[src/rtl/alu_mul_sequencer.sv]
// Shift-and-add multiply controller that borrows the shared execute-stage ALU.
// One ALU iteration per RUN cycle; the low WIDTH bits of op_a*op_b are returned on done.
module alu_mul_sequencer #(
    parameter int WIDTH      = 64,
    parameter bit EARLY_EXIT = 1'b1
) (
    input  logic             clk,
    input  logic             reset_n,
    input  logic             start,
    input  logic             abort,
    input  logic [WIDTH-1:0] op_a,
    input  logic [WIDTH-1:0] op_b,
    output logic             ready,
    output logic             busy,
    output logic             done,
    output logic [WIDTH-1:0] product,
    output logic             prod_zero,
    output logic             prod_negative,
    output logic [WIDTH-1:0] alu_A,
    output logic [WIDTH-1:0] alu_B,
    output logic [2:0]       alu_cntrl,
    input  logic [WIDTH-1:0] alu_result
);

    localparam int CW = $clog2(WIDTH);

    typedef enum logic [1:0] {
        S_IDLE = 2'd0,
        S_RUN  = 2'd1,
        S_DONE = 2'd2
    } state_t;

    state_t           r_state;
    logic [WIDTH-1:0] r_acc;
    logic [WIDTH-1:0] r_mcand;
    logic [WIDTH-1:0] r_mplier;
    logic [CW-1:0]    r_count;
    logic [WIDTH-1:0] r_product;
    logic             r_prod_zero;
    logic             r_prod_negative;
    logic             r_ready;
    logic             r_busy;
    logic             r_done;
    logic             w_last;

    // The current iteration is the final one: all bits consumed, or no set multiplier bits remain.
    assign w_last = (r_count == CW'(WIDTH - 1)) ||
                    (EARLY_EXIT && (r_mplier[WIDTH-1:1] == {(WIDTH-1){1'b0}}));

    // Controller FSM with the datapath registers and handshake outputs.
    always_ff @(posedge clk or negedge reset_n) begin
        if (!reset_n) begin
            r_state         <= S_IDLE;
            r_acc           <= {WIDTH{1'b0}};
            r_mcand         <= {WIDTH{1'b0}};
            r_mplier        <= {WIDTH{1'b0}};
            r_count         <= {CW{1'b0}};
            r_product       <= {WIDTH{1'b0}};
            r_prod_zero     <= 1'b1;
            r_prod_negative <= 1'b0;
            r_ready         <= 1'b1;
            r_busy          <= 1'b0;
            r_done          <= 1'b0;
        end else begin
            case (r_state)
                S_IDLE: begin
                    r_done <= 1'b0;
                    if (start) begin
                        r_mcand  <= op_a;
                        r_mplier <= op_b;
                        r_acc    <= {WIDTH{1'b0}};
                        r_count  <= {CW{1'b0}};
                        r_state  <= S_RUN;
                        r_ready  <= 1'b0;
                        r_busy   <= 1'b1;
                    end else begin
                        r_state  <= S_IDLE;
                        r_ready  <= 1'b1;
                        r_busy   <= 1'b0;
                    end
                end
                S_RUN: begin
                    if (abort) begin
                        // Cancelled work never reaches product or the flags.
                        r_state <= S_IDLE;
                        r_ready <= 1'b1;
                        r_busy  <= 1'b0;
                        r_done  <= 1'b0;
                    end else begin
                        r_acc    <= alu_result;
                        r_mcand  <= r_mcand << 1;
                        r_mplier <= r_mplier >> 1;
                        if (w_last) begin
                            r_product       <= alu_result;
                            r_prod_zero     <= (alu_result == {WIDTH{1'b0}});
                            r_prod_negative <= alu_result[WIDTH-1];
                            r_state         <= S_DONE;
                            r_busy          <= 1'b0;
                            r_done          <= 1'b1;
                        end else begin
                            r_count <= r_count + CW'(1);
                            r_state <= S_RUN;
                        end
                    end
                end
                S_DONE: begin
                    r_state <= S_IDLE;
                    r_ready <= 1'b1;
                    r_busy  <= 1'b0;
                    r_done  <= 1'b0;
                end
                default: begin
                    r_state <= S_IDLE;
                    r_ready <= 1'b1;
                    r_busy  <= 1'b0;
                    r_done  <= 1'b0;
                end
            endcase
        end
    end

    // ALU drive: add the shifted multiplicand on a set bit, otherwise pass the accumulator through.
    always_comb begin
        alu_A     = {WIDTH{1'b0}};
        alu_B     = {WIDTH{1'b0}};
        alu_cntrl = 3'b000;
        case (r_state)
            S_RUN: begin
                if (r_mplier[0]) begin
                    alu_A     = r_acc;
                    alu_B     = r_mcand;
                    alu_cntrl = 3'b010;
                end else begin
                    alu_A     = {WIDTH{1'b0}};
                    alu_B     = r_acc;
                    alu_cntrl = 3'b000;
                end
            end
            default: begin
                alu_A     = {WIDTH{1'b0}};
                alu_B     = {WIDTH{1'b0}};
                alu_cntrl = 3'b000;
            end
        endcase
    end

    assign ready         = r_ready;
    assign busy          = r_busy;
    assign done          = r_done;
    assign product       = r_product;
    assign prod_zero     = r_prod_zero;
    assign prod_negative = r_prod_negative;

endmodule
[config.mk]
export PLATFORM = sky130hd
export DESIGN_NAME = alu_mul_sequencer
export DESIGN_NICKNAME = d
export VERILOG_FILES = /design/src/rtl/alu_mul_sequencer.sv
export SDC_FILE = /design/constraint.sdc
export NUM_CORES = 1
export LEC_CHECK = 0
export ABC_AREA = 1
export CORE_AREA = 2 2 155 157
export DETAILED_ROUTE_END_ITERATION = 7
export DIE_AREA = 0 0 157 159
export DONT_BUFFER_PORTS = 1
export PLACE_DENSITY_LB_ADDON = 0.05
export SYNTH_ARGS = -nofsm -noshare
export SYNTH_HDL_FRONTEND = slang
export SYNTH_SLANG_ARGS = --single-unit
[constraint.sdc]
create_clock -name clk -period 2.7 [get_ports clk]
set_input_delay 0.135 -clock clk [delete_from_list [all_inputs] [get_ports clk]]
set_output_delay 0.135 -clock clk [all_outputs]
set_load 0.05 [all_outputs]
==> impl_metrics.tcl <==
set metrics [dict create \
    timing.setup.tns_ps 0 \
    final.fill_count 1733 \
    viasPerCell 5.55 \
    firstDrtPassIters 6 \
    grt-ovfl-total 0 \
    crit_required_ps 2570 \
    grt_pass1_wl_mm 63.3 \
    start_util 0.565 \
    chipWidth_microns 157 \
    ys_ff_latch 268 \
    gp_congestion 0.841 \
    fin_skew_ps 18.8 \
    post-route-util 0.736 \
    drv_cap 0 \
    path_clk_slew_ps 60 \
    boundaryPins 396 \
    cts_hold_buf 194 \
    finalNetCount 2095 \
    root_buffer "clkbuf_16" \
    endpoint_kind "output pin" \
    cts_buffers 29 \
    fmax_mhz 390 \
    wl_per_cell_microns 17.8 \
    grt_max_degree 269 \
    relSlewSlack 0.372 \
    grt_pass1_vias 12300 \
    wl_mm 39.8 \
    start_kind "flip-flop" \
    leakage_uw 0.00809 \
    violations "negative hold slack" \
    netlist_instances 1647 \
    drc 0 \
    hold_violations 268 \
    ant_nets 0 \
    die-area_sq_mm 0.0250 \
    syn_area_per_cell_sq_um 7.95 \
    htree_levels 1 \
    clock_latency_ps 550 \
    tritoncts "done" \
    tightest_slew_ps 942 \
    fin_crit_sh 0.951 \
    io_buffer_count 0 \
    die-height_microns 159 \
    setup_viol 0 \
    ir_drop_v 0.000549 \
    finalHoldWorstSlack_ps -703 \
    antenna_found_initial 3 \
    netlist_area_sq_mm 0.0131 \
    coreArea_sq_mm 0.0232 \
    area_growth_pct 30.3 \
    synth.distinct_cells 24 \
    rsz0062_at_grt "no" \
    crit_arrival_ps 2430 \
    cts_buffer_depth 3 \
    cts_num_sinks 268 \
    path_class "reg -> out" \
    outcome "complete, but fails checks" \
    drive_gt1_frac 0.107 \
    power-per-cell-area_mw_per_mm2 820 \
    min_period_ps 2570 \
    synth_warnings 0 \
    num_vias 12400 \
    drt_iter0_markers 1091 \
    ys_seq_area_frac 0.512 \
    crit_fanout 37 \
    drv_slew 0 \
    hp-class "in -> async" \
    num_rows 56 \
    dp_hpwl_mm 25.6 \
    grt_use_total 0.315 \
]
path summary, 6_finish.rpt:
| check | start | end | slack (ps) | cells past startpoint |
|---|---|---|---|---|
| setup reg to reg | r_state[1] | r_mplier[44] | 390 | 6 |
| hold / removal | reset_n | r_mplier[31] | -700 | 0 |
| max in group asynchronous | reset_n | prod_zero | 2980 | 0 |
| min in group clk | op_a[0] | r_mcand[0] | 300 | 3 |
| setup / recovery | r_state[1] | alu_A[2] | 130 | 7 |
| hold reg to reg | r_count[3] | r_count[3] | 540 | 2 |
where the power goes:
part	internal [uW]	switching [uW]	leakage [uW]
sequential	4820	376	0.00344
combinational	1440	3330	0.00418
clock	2380	1630	0.000475
final cells by class:
cell class	instances	area, sq um	share of cell area
Clock buffer	43	858	0.0503
Tap cell	319	399	0.0234
Multi-Input combinational cell	1025	4930	0.289
Timing Repair Buffer	339	3150	0.185
Sequential cell	268	6710	0.393
Inverter	235	887	0.0520
Antenna cell	3	7.51	0.000440
Clock inverter	10	113	0.00660
per-layer routing:
layer	vias to the layer above	share of wire	track usage	wire length, microns
met5	-	0	0	0
met4	0	0.040	0.124	1600
met3	102	0.081	0.0735	3230
met2	563	0.49	0.526	19300
met1	5906	0.39	0.398	15600
li1	5873	-	-	-
worst max-delay path, cell delays in order (launching register included):
cell and delay [ps]:
dfrtp_1 410, nor2_4 260, inv_2 160, nor2_2 220
inv_6 180, buf_4 260, nor2_1 150, buf_4 230
metrics by stage:
step                      hold WS, ps  area (sq um)  setup slack, ps  total power, uW  cells
after detailed placement         -154         14100              472             9670   1992
after global routing             -723         17100             19.4            14800   2242
after floorplan                  -161         13100              175             8490   1648
after global placement           -155         14100              533             9580   1992
final                            -703         17100              133            14000   2242
after CTS                        -727         17000             70.6            14000   2239
cell usage after synthesis, drive strengths merged:
master,n,area (sq um)
ha,1,12.5
o211ai,126,946
inv,235,882
nor3,17,85.1
clkbuf,48,180
nor2,119,452
nand2,327,1230
dfstp,2,52.6
nand3,74,370
conb,1,3.75
buf,72,418
o21ai,290,1460
a21oi,65,325
dfrtp,266,6660
nand4,1,6.26
and3,1,6.26
nor3b,2,15.0
sequential cells by signal, indices dropped and copies added (netlist names):
register,flops
r_count,6
busy,1
prod_zero,1
done,1
r_acc,64
r_mcand,64
r_mplier,64
product,64
r_state,2
ready,1
cell families after synthesis:
family,share of synthesized area
fa+ha+maj,0.000955
simple gates,0.165
buf+inv,0.113
other cells,0.000286
flops,0.512
compound gates,0.208
layout by cell type, fill, tap and decap left out, types with 2 or more instances in the layout:
cell	n
a21oi_1	65
buf_12	8
buf_4	136
bufinv_16	2
clkbuf_1	6
clkbuf_16	29
clkbuf_8	8
clkinv_2	4
clkinvlp_4	2
conb_1	2
dfrtp_1	265
dfstp_2	2
diode_2	3
dlygate4sd3_1	194
inv_1	231
inv_2	3
inv_6	2
nand2_1	325
nand3_1	74
nor2_1	116
nor2_2	2
nor3_1	17
nor3b_1	2
o211ai_1	126
o21ai_0	289
what timing repair did:
action / CTS / global route
resized for setup: 1 / 3
pin swaps: 0 / 0
setup endpoints to repair: 18 / 22
hold endpoints to repair: 535 / 268
setup buffers: 0 / 0
(Power assumes the default switching activity.)
